## src/rtl/register_file_banked_if.sv

```systemverilog
`default_nettype none
// ============================================================================
// Module   : register_file_banked_if
// Purpose  : Bus bundle between the decoder/ALU and the banked register file.
// Revision : 1.0
// ============================================================================
interface register_file_banked_if #(
   parameter int DATA_W    = 8,
   parameter int ADDR_W    = 5,
   parameter int NUM_BANKS = 4,
   parameter int FLAG_BITS = 7
);
   localparam int CTX_W = $clog2(NUM_BANKS + 1);

   logic                 enable;
   logic [ADDR_W-1:0]    a_addr;
   logic [DATA_W-1:0]    a_data_out;
   logic [ADDR_W-1:0]    b_addr;
   logic [DATA_W-1:0]    b_data_in;
   logic                 b_wr_enable;
   logic [DATA_W-1:0]    b_data_out;
   logic [FLAG_BITS-1:0] flag_inputs;
   logic [FLAG_BITS-1:0] flag_clear;
   logic                 ctx_push;
   logic                 ctx_pop;
   logic [CTX_W-1:0]     ctx_depth;
   logic                 ctx_full;
   logic                 ctx_empty;
   logic                 ctx_error;
   logic [DATA_W-1:0]    reg_gout;
   logic [DATA_W-1:0]    reg_dout;
   logic [DATA_W-1:0]    reg_flag;

   modport master (
      output enable, a_addr, b_addr, b_data_in, b_wr_enable,
             flag_inputs, flag_clear, ctx_push, ctx_pop,
      input  a_data_out, b_data_out, ctx_depth, ctx_full, ctx_empty,
             ctx_error, reg_gout, reg_dout, reg_flag
   );

   modport slave (
      input  enable, a_addr, b_addr, b_data_in, b_wr_enable,
             flag_inputs, flag_clear, ctx_push, ctx_pop,
      output a_data_out, b_data_out, ctx_depth, ctx_full, ctx_empty,
             ctx_error, reg_gout, reg_dout, reg_flag
   );
endinterface
`default_nettype wire

```

## src/rtl/register_file_banked.sv

```systemverilog
`default_nettype none
// ============================================================================
// Module   : register_file_banked
// Purpose  : Banked CPU register file with shared GOUT/DOUT/FLAG and a
//            push/pop context pointer.
// Revision : 1.0
// ============================================================================
module register_file_banked #(
   parameter int DATA_W    = 8,
   parameter int ADDR_W    = 5,
   parameter int NUM_BANKS = 4,
   parameter int FLAG_BITS = 7,
   parameter int GOUT_ADDR = 29,
   parameter int DOUT_ADDR = 30,
   parameter int FLAG_ADDR = 31,
   parameter bit BYPASS    = 1'b1
) (
   input  wire logic              clk,
   input  wire logic              reset,
   register_file_banked_if.slave  bus
);
   localparam int                CTX_W    = $clog2(NUM_BANKS + 1);
   localparam int                BANK_W   = $clog2(NUM_BANKS);
   localparam int                NUM_REGS = 2 ** ADDR_W;
   localparam logic [ADDR_W-1:0] C_GOUT   = ADDR_W'(GOUT_ADDR);
   localparam logic [ADDR_W-1:0] C_DOUT   = ADDR_W'(DOUT_ADDR);
   localparam logic [ADDR_W-1:0] C_FLAG   = ADDR_W'(FLAG_ADDR);
   localparam logic [CTX_W-1:0]  C_TOP    = CTX_W'(NUM_BANKS - 1);

   logic [DATA_W-1:0]    r_bank [NUM_BANKS][NUM_REGS];
   logic [DATA_W-1:0]    r_gout;
   logic [DATA_W-1:0]    r_dout;
   logic [FLAG_BITS-1:0] r_flag;
   logic [CTX_W-1:0]     r_depth;
   logic                 r_ctx_error;

   logic                 w_wr;
   logic                 w_push;
   logic                 w_pop;
   logic                 w_full;
   logic                 w_empty;
   logic [BANK_W-1:0]    w_bank;

   assign w_full  = (r_depth == C_TOP);
   assign w_empty = (r_depth == '0);
   assign w_bank  = r_depth[BANK_W-1:0];
   assign w_wr    = bus.enable & bus.b_wr_enable & (bus.b_addr != C_FLAG);
   // Simultaneous push and pop cancel out and never count as an error.
   assign w_push  = bus.enable & bus.ctx_push & ~bus.ctx_pop;
   assign w_pop   = bus.enable & bus.ctx_pop  & ~bus.ctx_push;

   function automatic logic [DATA_W-1:0] f_read(input logic [ADDR_W-1:0] addr);
      if (BYPASS && w_wr && (addr == bus.b_addr))
         return bus.b_data_in;
      else if (addr == C_GOUT)
         return r_gout;
      else if (addr == C_DOUT)
         return r_dout;
      else if (addr == C_FLAG)
         return DATA_W'(r_flag);
      else
         return r_bank[w_bank][addr];
   endfunction

   assign bus.a_data_out = f_read(bus.a_addr);
   assign bus.b_data_out = f_read(bus.b_addr);
   assign bus.ctx_depth  = r_depth;
   assign bus.ctx_full   = w_full;
   assign bus.ctx_empty  = w_empty;
   assign bus.ctx_error  = r_ctx_error;
   assign bus.reg_gout   = r_gout;
   assign bus.reg_dout   = r_dout;
   assign bus.reg_flag   = DATA_W'(r_flag);

   always_ff @(posedge clk or posedge reset) begin
      if (reset) begin
         for (int b = 0; b < NUM_BANKS; b++)
            for (int r = 0; r < NUM_REGS; r++)
               r_bank[b][r] <= '0;
         r_gout      <= '0;
         r_dout      <= '0;
         r_flag      <= '0;
         r_depth     <= '0;
         r_ctx_error <= 1'b0;
      end else begin
         // The write lands in the bank selected before this cycle's push/pop.
         if (w_wr) begin
            if (bus.b_addr == C_GOUT)
               r_gout <= bus.b_data_in;
            else if (bus.b_addr == C_DOUT)
               r_dout <= bus.b_data_in;
            else
               r_bank[w_bank][bus.b_addr] <= bus.b_data_in;
         end
         r_flag      <= (r_flag & ~bus.flag_clear) | bus.flag_inputs;
         r_ctx_error <= (w_push & w_full) | (w_pop & w_empty);
         if (w_push & ~w_full)
            r_depth <= r_depth + CTX_W'(1);
         else if (w_pop & ~w_empty)
            r_depth <= r_depth - CTX_W'(1);
      end
   end
endmodule
`default_nettype wire
```

## src/flat_wrapper.sv

```systemverilog
// flat-port wrapper written by rule: the top's interface ports become plain ports
module register_file_banked_flat 
#(
   parameter int DATA_W    = 8,
   parameter int ADDR_W    = 5,
   parameter int NUM_BANKS = 4,
   parameter int FLAG_BITS = 7,
   parameter int GOUT_ADDR = 29,
   parameter int DOUT_ADDR = 30,
   parameter int FLAG_ADDR = 31,
   parameter bit BYPASS    = 1'b1
)
  (clk, reset, bus_enable, bus_a_addr, bus_b_addr, bus_b_data_in, bus_b_wr_enable, bus_flag_inputs, bus_flag_clear, bus_ctx_push, bus_ctx_pop, bus_a_data_out, bus_b_data_out, bus_ctx_depth, bus_ctx_full, bus_ctx_empty, bus_ctx_error, bus_reg_gout, bus_reg_dout, bus_reg_flag);
  register_file_banked_if #(.DATA_W(DATA_W), .ADDR_W(ADDR_W), .NUM_BANKS(NUM_BANKS), .FLAG_BITS(FLAG_BITS)) bus_i ();
  input  wire logic clk;
  input  wire logic reset;
  input wire logic [$bits(bus_i.enable)-1:0] bus_enable;
  input wire logic [$bits(bus_i.a_addr)-1:0] bus_a_addr;
  input wire logic [$bits(bus_i.b_addr)-1:0] bus_b_addr;
  input wire logic [$bits(bus_i.b_data_in)-1:0] bus_b_data_in;
  input wire logic [$bits(bus_i.b_wr_enable)-1:0] bus_b_wr_enable;
  input wire logic [$bits(bus_i.flag_inputs)-1:0] bus_flag_inputs;
  input wire logic [$bits(bus_i.flag_clear)-1:0] bus_flag_clear;
  input wire logic [$bits(bus_i.ctx_push)-1:0] bus_ctx_push;
  input wire logic [$bits(bus_i.ctx_pop)-1:0] bus_ctx_pop;
  output wire logic [$bits(bus_i.a_data_out)-1:0] bus_a_data_out;
  output wire logic [$bits(bus_i.b_data_out)-1:0] bus_b_data_out;
  output wire logic [$bits(bus_i.ctx_depth)-1:0] bus_ctx_depth;
  output wire logic [$bits(bus_i.ctx_full)-1:0] bus_ctx_full;
  output wire logic [$bits(bus_i.ctx_empty)-1:0] bus_ctx_empty;
  output wire logic [$bits(bus_i.ctx_error)-1:0] bus_ctx_error;
  output wire logic [$bits(bus_i.reg_gout)-1:0] bus_reg_gout;
  output wire logic [$bits(bus_i.reg_dout)-1:0] bus_reg_dout;
  output wire logic [$bits(bus_i.reg_flag)-1:0] bus_reg_flag;
  assign bus_i.enable = bus_enable;
  assign bus_i.a_addr = bus_a_addr;
  assign bus_i.b_addr = bus_b_addr;
  assign bus_i.b_data_in = bus_b_data_in;
  assign bus_i.b_wr_enable = bus_b_wr_enable;
  assign bus_i.flag_inputs = bus_flag_inputs;
  assign bus_i.flag_clear = bus_flag_clear;
  assign bus_i.ctx_push = bus_ctx_push;
  assign bus_i.ctx_pop = bus_ctx_pop;
  assign bus_a_data_out = bus_i.a_data_out;
  assign bus_b_data_out = bus_i.b_data_out;
  assign bus_ctx_depth = bus_i.ctx_depth;
  assign bus_ctx_full = bus_i.ctx_full;
  assign bus_ctx_empty = bus_i.ctx_empty;
  assign bus_ctx_error = bus_i.ctx_error;
  assign bus_reg_gout = bus_i.reg_gout;
  assign bus_reg_dout = bus_i.reg_dout;
  assign bus_reg_flag = bus_i.reg_flag;
  register_file_banked #(.DATA_W(DATA_W), .ADDR_W(ADDR_W), .NUM_BANKS(NUM_BANKS), .FLAG_BITS(FLAG_BITS), .GOUT_ADDR(GOUT_ADDR), .DOUT_ADDR(DOUT_ADDR), .FLAG_ADDR(FLAG_ADDR), .BYPASS(BYPASS)) u_core (.clk(clk), .reset(reset), .bus(bus_i));
endmodule
```

## config.mk

```make
export PLATFORM = sky130hd
export DESIGN_NAME = register_file_banked_flat
export DESIGN_NICKNAME = d
export VERILOG_FILES = /design/src/rtl/register_file_banked_if.sv /design/src/rtl/register_file_banked.sv /design/src/flat_wrapper.sv
export SDC_FILE = /design/constraint.sdc
export NUM_CORES = 2
export LEC_CHECK = 0
export CAP_MARGIN = 20
export CORE_MARGIN = 2
export CORE_UTILIZATION = 63
export DETAILED_ROUTE_END_ITERATION = 12
export PLACE_DENSITY = 0.85
export SYNTH_ARGS = -nofsm -noshare
export SYNTH_HDL_FRONTEND = slang
export SYNTH_SLANG_ARGS = --single-unit
```

## constraint.sdc

```tcl
create_clock -name clk -period 44.8 [get_ports clk]
set_input_delay 4.48 -clock clk [delete_from_list [all_inputs] [get_ports clk]]
set_output_delay 4.48 -clock clk [all_outputs]
set_load 0.02 [all_outputs]
```

==> results.txt <==
----------------------------------------------------
[Synthesis]
  Number of enable-type register cells in the synthesized netlist ... 0
  Cell area after synthesis ... 50500 um^2
  Dominant cells by area after synthesis ... sky130_fd_sc_hd__dfrtp_1, sky130_fd_sc_hd__mux2_2, sky130_fd_sc_hd__mux4_2, sky130_fd_sc_hd__mux2i_1, sky130_fd_sc_hd__clkbuf_1
  Adder-cell area share of the yosys netlist ... 0.000396
  Combinational family with the most area after synthesis ... multiplexers
  Share of flip-flops with an asynchronous set or reset ... 1.00
  Mux contribution to synthesized area ... 0.375
  Post-Syn Instances ... ~3.4k
  Primary FF master, synth ... sky130_fd_sc_hd__dfrtp_1
  Register bit total from synthesis ... 1033
  Mean instance size in the synthesized netlist ... 14.8 um^2
  Area share of and/or/nand/nor cells after synthesis ... 0.0388
  Cell type contributing the most total cell area after synthesis ... sky130_fd_sc_hd__dfrtp_1
  Proportion of synthesized chip area in sequential cells ... 0.512
  Synthesized-area fraction occupied by ao, oa, aoi and oai cells ... 0.0386
  Area fraction of the dominant cell type after synthesis ... 0.512
  Xor and xnor area share after synthesis ... 0.00121
  Synth cell types ... 75
  Number of warnings printed during yosys synthesis ... 0
  Net Count, Synth ... roughly 3.5k

[Timing]
  Setup repair after global routing missed its margin ... no
  Endpoints failing setup ... 0
  Shortest period the worst path allows ... 13330 ps
  Final Hold Fails ... 0
  Setup_tns ... 0 ps
  Final Worst Setup Slack ... around 31000 ps
  Share of the clock period used by the worst path ... 0.298
  Transition time at the pin with the least slew margin ... about 1300 ps
  Worst slew margin ... 0.163
  Max Freq ... about 0.075 GHz
  Final clock skew ... between 15 and 20 ps
  Slew Limit Fails ... 0

[Floorplan]
  Initial cell density of the core ... 0.638
  Number of primary I/O pins ... 84
  Core region area ... between 70000 and 80000 um^2
  Number of core rows ... approximately 100
  Die Ht ... approximately 290 um
  Die Width ... roughly 290 um
  Die outline area ... 82500 um^2

[Cells and area]
  Layout area overhead ... 9.30%
  Ratio of cells with drive above 1 in the final layout ... 0.467
  Net count of the finished layout ... ~3.4k
  Highest-count cells in the layout ignoring fill and taps ... sky130_fd_sc_hd__dfrtp_1, sky130_fd_sc_hd__mux2_2, sky130_fd_sc_hd__mux4_2
  Fill cells ... ~4.9k
  Most common cell after layout, fill and taps aside ... sky130_fd_sc_hd__dfrtp_1

[Drt]
  Via-to-Cell Ratio ... slightly above 7
  DRT Wirelength ... 160000 um
  Via count of the routed design ... 32.2k
  Mean routed wirelength per cell ... about 36 um
  Number of violations reported at the end of detailed-routing iteration 0 ... 3925
  DRC violation count after routing ... 0
  Antenna Violating Nets Remaining ... 0
  Number of search-and-repair iterations in the first detailed-routing pass ... 6

[Clocking]
  Insertion delay of the later-clocked pin in the worst-skew pair ... 690 ps
  H-tree depth reported by CTS ... 3
  CTS tree ... done
  Clock net sink count ... 1033
  Post-CTS setup buffers ... 0
  CTS clock-pin slew for the worst setup and hold paths ... around 60 ps
  Buffer type at the clock tree root ... sky130_fd_sc_hd__clkbuf_16
  Post-CTS Hold Buffers ... 0
  Buffer levels on the longest clock path ... 3
  CTS resizes ... 0
  Num CTS Buffers ... 103

[Power and ir drop]
  Post-route total power ... between 2000 and 3000 uW
  VDD IR-drop max ... ~0.000035 V
  Power density of the placed cells ... approximately 49 nW/um^2
  Leakage power ... between 0.02 and 0.03 uW

[Placed design]
  Pre-CTS setup slack ... ~32000 ps
  Detailed placement HPWL ... ~110000 um
  Count of buffers from port buffering ... 82
  Routability congestion estimate ... roughly 1.1

[Min path]
  Min-delay worst type ... flop to flop

[Run]
  Max Cap Violations ... 0

[Critical path]
  Worst Path Class, Setup ... input pin to output pin
  CP Launch Type ... input pin
  Arrival time reported for the critical path endpoint ... around 8900 ps
  Nature of the critical path endpoint ... output pin
  Data required time of the critical path ... between 40000 and 50000 ps
  Maximum fanout encountered on the critical timing path ... 48

[Global route]
  Global-route wire length before repair ... 234000 um
  Largest net degree at the start of global routing ... 135
  Vias in the first global route ... 33.1k
  Total GRT Usage ... 0.395
  Overflow after GRT ... 0
  Antenna violations before repair ... 3

[Status]
  Run status ... finished clean

----------------------------------------------------
## path summary, 6_finish.rpt
path	startpoint	endpoint	slack, ps	cells after the start
setup / recovery	bus_a_addr[0]	bus_a_data_out[4]	31470	9
hold / removal	u_core.r_bank[531]	u_core.r_bank[531]	370	0
setup reg to reg	u_core.bus.ctx_depth[0]	u_core.r_bank[616]	39710	6
hold reg to reg	u_core.r_bank[531]	u_core.r_bank[531]	370	0
max in group asynchronous	reset	u_core.r_bank[233]	37390	6
min in group asynchronous	reset	u_core.r_bank[423]	4400	2
## synthesized netlist by cell type (23+ instances only)
| master | n |
|---|---|
| sky130_fd_sc_hd__mux2_2 | 957 |
| sky130_fd_sc_hd__a31oi_1 | 26 |
| sky130_fd_sc_hd__o22ai_1 | 23 |
| sky130_fd_sc_hd__nand2_1 | 128 |
| sky130_fd_sc_hd__nor2_2 | 49 |
| sky130_fd_sc_hd__buf_2 | 41 |
| sky130_fd_sc_hd__a22oi_1 | 44 |
| sky130_fd_sc_hd__a21oi_1 | 33 |
| sky130_fd_sc_hd__mux2i_1 | 104 |
| sky130_fd_sc_hd__buf_6 | 25 |
| sky130_fd_sc_hd__mux4_2 | 299 |
| sky130_fd_sc_hd__clkbuf_1 | 223 |
| sky130_fd_sc_hd__nor2_1 | 60 |
| sky130_fd_sc_hd__buf_4 | 27 |
| sky130_fd_sc_hd__nor3_1 | 25 |
| sky130_fd_sc_hd__dfrtp_1 | 1033 |
## registers in the layout, indices dropped and copies added (netlist names)
name	count
u_core.bus.reg_dout	8
u_core.bus.ctx_error	1
u_core.r_flag	7
u_core.bus.ctx_depth	3
u_core.r_bank	1006
u_core.bus.reg_gout	8
## power by group
group,leakage [uW],switching [uW],internal [uW]
registers,0.0142,84.7,1040
logic,0.00979,385,297
clock network,0.00172,373,518
## per-layer routing
layer  GRT usage  part of all wire  vias to the layer above  routed length, um
met3      0.0990             0.096                      375              15400
met1       0.559              0.40                    17300              63400
met4       0.175             0.052                        0               8370
met2       0.587              0.45                     1793              72400
met5           0                 0                        -                  0
li1            -                 -                    12700                  -
## logic make-up (layout without fill, tap and decap cells)
logic type               Yosys count  after routing
multiplexers                    1381           1381
flip-flops                      1033           1033
AND/OR/NAND/NOR                  373            373
buffers and inverters            358            353
AO/OA/AOI/OAI                    268            268
XOR/XNOR                           7              7
adder cells (fa/ha/maj)            1              1
other                              1              4
## critical path: stages
cell                              delay [ps]
sky130_fd_sc_hd__buf_4                   470
sky130_fd_sc_hd__buf_4                   740
sky130_fd_sc_hd__nor2b_2                1090
sky130_fd_sc_hd__a22oi_1                 220
sky130_fd_sc_hd__and3_1                  240
sky130_fd_sc_hd__a211oi_1                470
sky130_fd_sc_hd__nor3_1                  150
sky130_fd_sc_hd__a21oi_1                 290
sky130_fd_sc_hd__clkdlybuf4s50_1         670
## stage by stage
| stage | cells | hold slack [ps] | util | instance area, um^2 |
|---|---|---|---|---|
| after floorplan | 3422 | 424 | - | 50500 |
| after global placement | 4276 | 360 | 0.650 | 51500 |
| after CTS | 4458 | 375 | 0.694 | 55000 |
| after global routing | 4467 | 383 | 0.697 | 55200 |
| final | 4470 | 373 | 0.697 | 55200 |
| after detailed placement | 4277 | 362 | 0.650 | 51500 |
## cell type report
cell class | instances | area (um^2) | area share
timing repair buffer | 155 | 1500 | 0.0272
clock buffer | 138 | 2890 | 0.0523
antenna | 3 | 7.51 | 0.000136
multi-input combinational | 2031 | 23000 | 0.416
tap | 1050 | 1310 | 0.0238
clock inverter | 43 | 616 | 0.0111
inverter | 17 | 71.3 | 0.00129
sequential | 1033 | 25900 | 0.468
Note: power is estimated with default switching activity, not from simulation.
